[src/rtl/switch_debounce_pkg.sv]
// Purpose: shared widths, defaults and operand field positions for the switch debouncer.
// Latency: none (constants only).
// Backpressure: none (constants only).
package switch_debounce_pkg;

    // Slide-switch bus as wired to J1: A = [1:0], B = [3:2], CIN = [4]
    localparam int SW_WIDTH          = 5;
    localparam int SW_STABLE_DEFAULT = 4;

    localparam int A_LSB   = 0;
    localparam int B_LSB   = 2;
    localparam int CIN_BIT = 4;

endpackage : switch_debounce_pkg

[src/rtl/debounce_bit.sv]
// Purpose: two-flop synchroniser, stability counter and output flop for one switch bit.
// Latency: a raw change reaches q STABLE_CYCLES+2 edges later; shorter S2 pulses never reach q.
// Backpressure: none; free-running, always accepts input.
module debounce_bit
    import switch_debounce_pkg::*;
#(
    parameter int STABLE_CYCLES = SW_STABLE_DEFAULT
) (
    input  logic clk,
    input  logic rst_n,
    input  logic raw,
    output logic q,
    output logic accept,
    output logic idle
);

    localparam int                CNT_W    = $clog2(STABLE_CYCLES);
    localparam logic [CNT_W-1:0]  CNT_LAST = CNT_W'(STABLE_CYCLES - 1);

    logic             s1;
    logic             s2;
    logic [CNT_W-1:0] cnt;

    // Bring the asynchronous switch level into the clock domain; only s2 is used beyond here.
    always_ff @(posedge clk or negedge rst_n) begin
        if (!rst_n) begin
            s1 <= 1'b0;
            s2 <= 1'b0;
        end else begin
            s1 <= raw;
            s2 <= s1;
        end
    end

    // Count consecutive mismatching samples; accept the new level on the last one, restart on any match.
    always_ff @(posedge clk or negedge rst_n) begin
        if (!rst_n) begin
            cnt <= '0;
            q   <= 1'b0;
        end else if (s2 == q) begin
            cnt <= '0;
        end else if (cnt == CNT_LAST) begin
            q   <= s2;
            cnt <= '0;
        end else begin
            cnt <= cnt + 1'b1;
        end
    end

    // accept marks the edge on which q will flip; idle means nothing is pending for this bit.
    always_comb begin
        accept = (s2 != q) && (cnt == CNT_LAST);
        idle   = (s2 == q) && (cnt == '0);
    end

endmodule : debounce_bit

[src/rtl/switch_debounce.sv]
// Purpose: debounce the J1 slide-switch bus into clean adder operands with settle flag and change strobe.
// Latency: Q follows a stable raw change after STABLE_CYCLES+2 edges; VALID/CHANGED are registered one cycle on.
// Backpressure: none; free-running. Optional RISE/FALL edge outputs when SWITCH_DEBOUNCE_EDGE_EN is defined.
module switch_debounce
    import switch_debounce_pkg::*;
#(
    parameter int WIDTH         = SW_WIDTH,
    parameter int STABLE_CYCLES = SW_STABLE_DEFAULT
) (
    input  logic             CLK,
    input  logic             RESETN,
    input  logic [WIDTH-1:0] J1,
    output logic [WIDTH-1:0] Q,
    output logic             VALID,
    output logic             CHANGED
`ifdef SWITCH_DEBOUNCE_EDGE_EN
    ,
    output logic [WIDTH-1:0] RISE,
    output logic [WIDTH-1:0] FALL
`endif
);

    // A single-cycle stability window would make the counter zero bits wide and debounce nothing.
    if (STABLE_CYCLES < 2) begin : g_bad_stable
        $error("switch_debounce: STABLE_CYCLES must be 2 or more");
    end

    logic [WIDTH-1:0] accept;
    logic [WIDTH-1:0] idle;
    logic [1:0]       startup_cnt;

    for (genvar i = 0; i < WIDTH; i++) begin : g_bit
        debounce_bit #(
            .STABLE_CYCLES (STABLE_CYCLES)
        ) u_bit (
            .clk    (CLK),
            .rst_n  (RESETN),
            .raw    (J1[i]),
            .q      (Q[i]),
            .accept (accept[i]),
            .idle   (idle[i])
        );
    end

    // Hold VALID off for the first two edges after reset while the sync pipe fills.
    always_ff @(posedge CLK or negedge RESETN) begin
        if (!RESETN) begin
            startup_cnt <= 2'd0;
        end else if (startup_cnt != 2'd2) begin
            startup_cnt <= startup_cnt + 2'd1;
        end
    end

    // Settle flag and change strobe, both registered so they line up with the cycle Q shows its new value.
    always_ff @(posedge CLK or negedge RESETN) begin
        if (!RESETN) begin
            VALID   <= 1'b0;
            CHANGED <= 1'b0;
        end else begin
            VALID   <= (startup_cnt == 2'd2) && (&idle);
            CHANGED <= |accept;
        end
    end

`ifdef SWITCH_DEBOUNCE_EDGE_EN
    // Per-bit direction of each acceptance; Q still holds the old level when accept is seen.
    always_ff @(posedge CLK or negedge RESETN) begin
        if (!RESETN) begin
            RISE <= '0;
            FALL <= '0;
        end else begin
            RISE <= accept & ~Q;
            FALL <= accept & Q;
        end
    end
`endif

endmodule : switch_debounce
[config.mk]
export PLATFORM = sky130hd
export DESIGN_NAME = switch_debounce
export DESIGN_NICKNAME = d
export VERILOG_FILES = /design/src/rtl/switch_debounce_pkg.sv /design/src/rtl/debounce_bit.sv /design/src/rtl/switch_debounce.sv
export SDC_FILE = /design/constraint.sdc
export NUM_CORES = 1
export LEC_CHECK = 0
export ABC_AREA = 1
export CORE_AREA = 5 5 57 59
export CTS_CLUSTER_SIZE = 30
export DETAILED_ROUTE_END_ITERATION = 10
export DIE_AREA = 0 0 62 64
export GPL_ROUTABILITY_DRIVEN = 0
export PLACE_DENSITY_LB_ADDON = 0.1
export SYNTH_ARGS = -nofsm -noshare
export SYNTH_HDL_FRONTEND = slang
export SYNTH_SLANG_ARGS = --single-unit
[constraint.sdc]
create_clock -name CLK -period 1.4 [get_ports CLK]
set_input_delay 0.21 -clock CLK [delete_from_list [all_inputs] [get_ports CLK]]
set_output_delay 0.21 -clock CLK [all_outputs]
set_load 0.005 [all_outputs]
* Word-level counts from Yosys, hierarchy flattened *
Index checks and enable logic that the tools add are counted.
Widths: inputs -> output; s select.

word-level totals
  flip-flop bits (word level) = 29
  bits of input ports = 7
  output and inout port bits = 7
  logic and storage cells = 84

cells by class
  add/subtract/negate cells = 6
  equal/unequal tests = 17
  mux-type cells = 10
  bitwise logic cells = 5
  reductions and logical operators = 23

operators with widths
  operator             count
  $mux 2               10
  $add 2x1->2 const B  6
  $eq 2x2->1 const B   6
  $logic_and 1x1->1    11
  $logic_not 2->1      5
  $reduce_and 2->1     5
  $eq 1x1->1           5
  $ne 1x1->1           5
  $not 1->1            5
  $reduce_and 5->1     1
  $reduce_or 5->1      1
  $ne 2x2->1 const B   1

* Depth between registers and ports, before layout *
Gate-level depths: netlist (run 1).

  depth in word-level cells = 4
  gate-level depth with buffers = 7
  depth with buffers taken out = 7

* Modules after synthesis *
From an unflattened synthesis (run 1), not the netlist that was laid out.

second synthesis, totals
  cell total of the unflattened synthesis = 154
  area, all modules = 1,335.0 um^2

modules (own cells, without submodules)
  module           times used  cells each  area an instance (um^2)  seq. area each (um^2)
  debounce_bit     5           27          231.5                    125.1
  switch_debounce  1           19          177.7                    100.1

* Worst setup path before layout (run 1) *
No wires, ideal clock.

  kind = reg-to-reg
  start = register startup_cnt[0]
  end = register VALID
  library setup time = 69 ps
  arrival = 918 ps
  data required time = 1,331 ps
  slack = 413 ps
  stages on the path, launching flop included = 7
  path buffers = 0
  clock period less this slack = 987 ps
  cells stage by stage = dfrtp_1 inv_1 ha_1 nand4_1 nor2_2 nand2_1 nor2_2

on the way
  longest elaborated chain between the ends = 2

ends and longest elaborated chain
  what                    line                   source
  from (decl)             switch_debounce.sv:30  logic [1:0] startup_cnt;
  from (signal assigned)  switch_debounce.sv:50  startup_cnt <= startup_cnt + 2'd1;
  $eq 2x2->1              switch_debounce.sv:60  VALID <= (startup_cnt == 2'd2) && (&idle);
  $logic_and 1x1->1       switch_debounce.sv:60
  to (signal assigned)    switch_debounce.sv:60
  to (decl)               switch_debounce.sv:14  output logic VALID,

No other way between the ends.
A chain may end at the register's enable or synchronous reset.

* Worst setup path in the final report (run 1) *
  start = register g_bit[3].u_bit.q
  end = output Q[3]

RTL lines
  what                    line                   source
  from (decl)             debounce_bit.sv:12     output logic q,
  from (signal assigned)  debounce_bit.sv:39     q <= 1'b0;
  from (signal assigned)  debounce_bit.sv:43     q <= s2;
  to (decl)               switch_debounce.sv:13  output logic [WIDTH-1:0] Q,

No word-level cell between the ends.

==> flow_metrics.py, run 1 <==
metrics = {
    "layout": {
        "drive_gt1_share_pct": 11.9,
        "final_common_cell": "dfrtp_1",
        "syn2layout_area_growth_pct": 17.3,
        "final_cell_mix": "dfrtp_1, nand2_1, inv_1",
        "multi_input_area_um2": 393,
        "postLayoutCellArea_mm2": 0.00148,
        "seq_area_um2": 726,
        "layout.nets": 169,
        "antenna_cells": 0,
        "fillCellCount": 245,
    },
    "pwr": {
        "p_leak_uw": 0.000810,
        "p_per_area_mw_per_mm2": 1680,
        "irDropWorstVdd_mv": 0.977,
    },
    "clock_tree": {
        "root_buffer": "clkbuf_4",
        "ctsLongestPathBuffers": 2,
        "cts_buffers": 5,
        "clock_latency_ns": 0.32,
        "holdBufCountCts": 0,
        "cts_tree": "yes",
        "cts_sinks": 29,
        "cts.clk_slew.worst_paths_ns": 0.08,
        "cts.htree.levels": 2,
    },
    "setup_path": {
        "critPathArrivalTime_ns": 0.99,
        "worstSetupStartpointType": "flop",
        "cp.required_ns": 1.19,
        "crit_fanout": 3,
        "worstSetupEndpointType": "output port",
        "critPathSlowestCell": "dfrtp_1",
        "cp_num_buf_inv": 1,
        "critPathKind": "flop to output port",
        "cpPeakStageDelay_ns": 0.40,
        "crit_chain": "dlygate4sd2_1",
        "cpLargestDelayFamily": "flip-flops",
    },
    "synth": {
        "synthSimpleGateAreaFrac_pct": 17.1,
        "synth_top_area_share_pct": 57.4,
        "yosysWarnings": 0,
        "synth_xor_area_share_pct": 0.692,
        "yosys-top-cells-area": "dfrtp_1, ha_1, nand2_1, inv_1, buf_4",
        "synth_area_mm2": 0.00126,
        "netlist_instances": 131,
        "synth_nets": 149,
        "synth.largest_area_cell": "dfrtp_1",
        "synth_compound_area_share_pct": 2.37,
        "synth_top_family_by_area": "simple AND/OR/NAND/NOR gates",
        "yosysSeqAreaShare_pct": 57.4,
        "syn_area_per_cell_um2": 9.66,
        "synthMuxAreaShare_pct": 0,
        "yosysUniqueCellTypes": 15,
        "synth_adder_area_share_pct": 10.9,
        "ys_ff_latch": 29,
    },
    "grt": {
        "grt_max_degree": 30,
        "antenna_found_initial": 0,
        "overflow": 0,
        "grt_pass1_wl_mm": 3.26,
        "grt_pass1_vias": 768,
        "grt_usage_pct": 11.8,
    },
    "drt": {
        "drtAntennaViolNets": 0,
        "wl_per_cell_um": 10.2,
        "vias": 824,
        "drt_pass1_iterations": 4,
        "routed_wl_mm": 1.87,
        "drt-initial-drc-count": 17,
        "drc": 0,
        "vias_per_cell": 4.53,
    },
    "sta": {
        "fmax_mhz": 831,
        "tightest_slew_ns": 0.357,
        "grt_setup_unrepaired": "false",
        "final_hold_viol_count": 0,
        "drv_slew": 0,
        "finalSetupViolCount": 0,
        "slew-limit-headroom_pct": 76.2,
        "fin_skew_ns": 0.00440,
        "hold_ws_ns": 0.256,
        "setup_tns_ns": 0,
        "setup_ws_ns": 0.197,
        "fin_crit_ns": 1.20,
        "layout_worst_path_cycle_share_pct": 85.9,
    },
    "place": {
        "hpwl_mm": 1.41,
        "portBuffers": 13,
        "place_ws_ns": 0.316,
        "dpl-instance-area_mm2": 0.00140,
    },
    "die": {
        "io-pin-count": 14,
        "rows": 19,
        "fp.dieH_um": 64,
        "die_area_mm2": 0.00397,
        "start_util_pct": 47.5,
        "dieWidth_um": 62,
        "core_area_mm2": 0.00266,
    },
    "hold_path": {
        "hold_path.class": "input pin to async pin",
    },
    "outcome": {
        "status": "completed",
    },
    "run": {
        "maxCapViolCount": 0,
    },
}
layer usage:
metal / GRT usage, % / part of all wire (%)
met1: 13.5 / 43
met2: 17.1 / 48
met3: 4.23 / 4.7
met4: 9.55 / 3.9
met5: 0 / 0
cell type report:
cell class / count / area share [%]
inverter: 29 / 7.34
timing repair buffer: 18 / 11.0
clock buffer: 7 / 3.71
multi-input combinational: 68 / 26.5
tap: 31 / 2.61
sequential: 29 / 48.9
synth_stat cells:
cell type / number
nand4_1: 1
buf_4: 5
inv_2: 2
nor2_1: 8
nand3_1: 4
ha_1: 11
nor2_2: 2
xnor2_1: 1
nor3_2: 1
nand2_1: 28
o21ai_0: 6
dfrtp_1: 29
nor3_1: 4
nand2_2: 2
inv_1: 27
report_power, final:
part           leakage (uW)  internal, uW  switching [uW]
Combinational      0.000421           389             438
Clock             0.0000314           236             261
Sequential         0.000357          1040             127
Total              0.000810          1670             826
through the flow:
stage                     std cells  total power [uW]  util [%]
after CTS                       182              2560      55.6
after global placement          171              1970      52.7
final                           182              2500      55.7
after global routing            182              2740      55.7
after floorplan                 131              1770         -
after detailed placement        171              2020      52.7
repair_timing:
item | CTS | global route
endpoints found under the setup margin | 6 | 1
gates resized for setup | 6 | 1
buffers inserted | 4 | 0
cell families (layout without fill, tap and decap cells):
| logic type | Yosys count | after routing |
|---|---|---|
| fa+ha+maj | 11 | 11 |
| flops | 29 | 29 |
| xor+xnor | 1 | 1 |
| compound gates | 6 | 6 |
| simple gates | 50 | 50 |
| buf+inv | 34 | 54 |
registers in the layout, summed over array words and instances (netlist names):
| signal | cells |
|---|---|
| VALID | 1 |
| g_bit.u_bit.s2 | 5 |
| g_bit.u_bit.q | 5 |
| g_bit.u_bit.s1 | 5 |
| CHANGED | 1 |
| g_bit.u_bit.cnt | 10 |
| startup_cnt | 2 |
path summary, 6_finish.rpt:
path	start	end	slack, ns	cells after the start
worst min-delay path	RESETN	g_bit[3].u_bit.s1	0.26	2
worst max-delay path	g_bit[3].u_bit.q	Q[3]	0.20	1
worst max register to register	g_bit[0].u_bit.cnt[0]	CHANGED	0.33	5
worst min register to register	g_bit[3].u_bit.s1	g_bit[3].u_bit.s2	0.35	0
min in group CLK	J1[0]	g_bit[0].u_bit.s1	0.32	1
max in group asynchronous	RESETN	g_bit[4].u_bit.s2	0.88	2
No activity file was read; power rests on OpenSTA's default activity.
==> inputs of run 2 (changes only) <==
--- a/config.mk
+++ b/config.mk
@@ -6,12 +6,13 @@
 export NUM_CORES = 1
 export LEC_CHECK = 0
 export ABC_AREA = 1
-export CORE_AREA = 5 5 57 59
+export CORE_AREA = 5 5 58 60
 export CTS_CLUSTER_SIZE = 30
 export DETAILED_ROUTE_END_ITERATION = 10
-export DIE_AREA = 0 0 62 64
+export DIE_AREA = 0 0 63 65
 export GPL_ROUTABILITY_DRIVEN = 0
 export PLACE_DENSITY_LB_ADDON = 0.1
 export SYNTH_ARGS = -nofsm -noshare
 export SYNTH_HDL_FRONTEND = slang
+export SYNTH_HIERARCHICAL = 1
 export SYNTH_SLANG_ARGS = --single-unit
==> flow_metrics.py, run 2 <==
metrics = {
    "setup_path": {
        "cp_num_buf_inv": 1,
        "r2r_slack_ns": 0.33,
        "cp.depth": 1,
        "crit_end": "Q[4]",
        "cpPeakStageDelay_ns": 0.38,
        "worstSetupEndpointType": "output port",
        "crit_fanout": 2,
        "critPathLaunch": "g_bit[4].u_bit/q",
        "ff2ff_path_depth": 9,
        "critPathArrivalTime_ns": 0.97,
        "cp.required_ns": 1.19,
        "crit_chain": "dlygate4sd2_1",
        "r2r-end": "VALID",
        "critPathSlowestCell": "dfrtp_1",
        "worstSetupStartpointType": "flop",
        "reg2reg_from": "g_bit[4].u_bit/q",
        "cpLargestDelayFamily": "flip-flops",
        "critPathKind": "flop to output port",
    },
    "grt": {
        "overflow": 0,
        "grt_usage_pct": 11.4,
        "antenna_found_initial": 0,
        "grt_pass1_wl_mm": 3.53,
        "grt_pass1_vias": 872,
        "grt_max_degree": 30,
    },
    "drt": {
        "wl_per_cell_um": 9.30,
        "drtAntennaViolNets": 0,
        "routed_wl_mm": 1.99,
        "vias": 929,
        "drt_pass1_iterations": 4,
        "drc": 0,
        "vias_per_cell": 4.34,
        "drt-initial-drc-count": 14,
    },
    "sta": {
        "setup_tns_ns": 0,
        "tightest_slew_ns": 0.360,
        "drv_slew": 0,
        "layout_worst_path_cycle_share_pct": 84.1,
        "fin_skew_ns": 0.00569,
        "fin_crit_ns": 1.18,
        "grt_setup_unrepaired": "false",
        "finalSetupViolCount": 0,
        "slew-limit-headroom_pct": 76.0,
        "fmax_mhz": 849,
        "hold_ws_ns": 0.264,
        "final_hold_viol_count": 0,
    },
    "clock_tree": {
        "cts_sinks": 29,
        "cts_buffers": 5,
        "root_buffer": "clkbuf_4",
        "cts_tree": "yes",
        "clock_latency_ns": 0.32,
        "ctsLongestPathBuffers": 2,
        "cts.htree.levels": 2,
        "cts.clk_slew.worst_paths_ns": 0.09,
    },
    "synth": {
        "yosysUniqueCellTypes": 11,
        "synth_edf_count": 0,
        "yosysSeqAreaShare_pct": 54.4,
        "netlist_instances": 154,
        "synth.largest_area_cell": "dfrtp_1",
        "synthFlopType": "dfrtp_1",
        "synth_nets": 172,
        "synth_async_sr_flop_share_pct": 100,
        "synth_area_mm2": 0.00134,
        "ys_ff_latch": 29,
        "syn_area_per_cell_um2": 8.67,
        "yosys-top-cells-area": "dfrtp_1, ha_1, nand2_1, inv_1, nor2_1",
        "yosys-top-cells-count": "nand2_1, inv_1, dfrtp_1",
        "synth_top_area_share_pct": 54.4,
        "yosysMostFrequentCell": "nand2_1",
        "yosysWarnings": 6,
    },
    "outcome": {
        "status": "completed",
    },
    "die": {
        "die_area_mm2": 0.00410,
        "fp.dieH_um": 65,
        "dieWidth_um": 63,
        "core_area_mm2": 0.00288,
        "start_util_pct": 46.4,
        "rows": 20,
        "io-pin-count": 14,
    },
    "layout": {
        "final_cell_mix": "nand2_1, inv_1, dfrtp_1",
        "postLayoutCellArea_mm2": 0.00162,
        "syn2layout_area_growth_pct": 21.6,
        "seq_area_um2": 726,
        "largest_reg_flops": 10,
        "fin_util_pct": 56.4,
        "multi_input_area_um2": 467,
        "drive_gt1_share_pct": 16.6,
        "fillCellCount": 266,
        "layout.nets": 198,
        "antenna_cells": 0,
        "final_common_cell": "nand2_1",
        "largest-register": "g_bit.u_bit/cnt",
    },
    "pwr": {
        "p_leak_uw": 0.000945,
        "p_per_area_mw_per_mm2": 1690,
        "irDropWorstVdd_mv": 1.04,
    },
    "hold_path": {
        "hold_path.class": "input pin to async pin",
    },
    "place": {
        "hpwl_mm": 1.46,
        "portBuffers": 13,
        "dpl-instance-area_mm2": 0.00151,
    },
    "run": {
        "maxCapViolCount": 0,
    },
}
-- run 2: changes by cell type after synthesis, moves of 3 or more --
| cell | delta |
|---|---|
| nor2_1 | +14 |
| buf_4 | -5 |
| inv_2 | +3 |
| inv_1 | +6 |
| nand2_1 | +7 |
| nor3_1 | -4 |
| nand3_1 | -4 |
| nand2_2 | +8 |
-- run 2: per-layer routing --
| metal | routed length [um] | up-vias | GRT usage, % |
|---|---|---|---|
| met3 | 99 | 6 | 5.20 |
| met2 | 981 | 17 | 19.1 |
| met1 | 862 | 412 | 11.6 |
| met4 | 47 | 0 | 6.37 |
| met5 | 0 | - | 0 |
| li1 | - | 494 | - |
-- run 2: where the power goes --
part	internal (uW)	switching [uW]	total, uW	leakage (uW)
Sequential	1050	107	1150	0.000357
Combinational	467	566	1030	0.000547
Clock	291	265	556	0.0000413
Total	1810	939	2740	0.000945
-- run 2: logic make-up (layout without fill, tap and decap cells) --
logic type	Yosys count	count (layout)	share of synthesized area (%)
compound gates	6	6	2.25
xor+xnor	1	1	0.656
fa+ha+maj	11	11	10.3
buf+inv	38	65	10.7
flops	29	29	54.4
simple gates	69	69	21.7
-- run 2: worst min-delay path by stage --
stage,cells past startpoint,startpoint,slack [ns],end
after global placement,0,g_bit[2].u_bit/s1,0.33,g_bit[2].u_bit/s2
after CTS,2,RESETN,0.26,g_bit[4].u_bit/q
after detailed placement,0,g_bit[2].u_bit/s1,0.34,g_bit[2].u_bit/s2
after global routing,2,RESETN,0.29,g_bit[4].u_bit/q
after floorplan,0,RESETN,-0.09,CHANGED
final,2,RESETN,0.26,g_bit[0].u_bit/cnt[1]
-- run 2: what timing repair did --
item / 4_1_cts / 5_1_grt
setup buffers: 5 / 0
endpoints found under the setup margin: 5 / 3
resized for setup: 4 / 3
hold buffers: 0 / 0
-- run 2: layout make-up --
| cell class | count | area share (%) |
|---|---|---|
| repair buffers | 19 | 10.9 |
| flip-flops and latches | 29 | 44.7 |
| multi-input cells | 87 | 28.7 |
| inverters | 38 | 8.78 |
| clock inverters | 1 | 0.308 |
| well taps | 33 | 2.54 |
| clock buffers | 7 | 4.01 |
-- run 2: through the flow --
| stage | setup WS, ns | power [uW] | instances |
|---|---|---|---|
| final | 0.223 | 2740 | 214 |
| after global routing | 0.161 | 3020 | 214 |
| after CTS | 0.00912 | 2810 | 214 |
| after detailed placement | 0.301 | 2170 | 201 |
| after global placement | 0.319 | 2120 | 201 |
| after floorplan | 0.451 | 1840 | 154 |
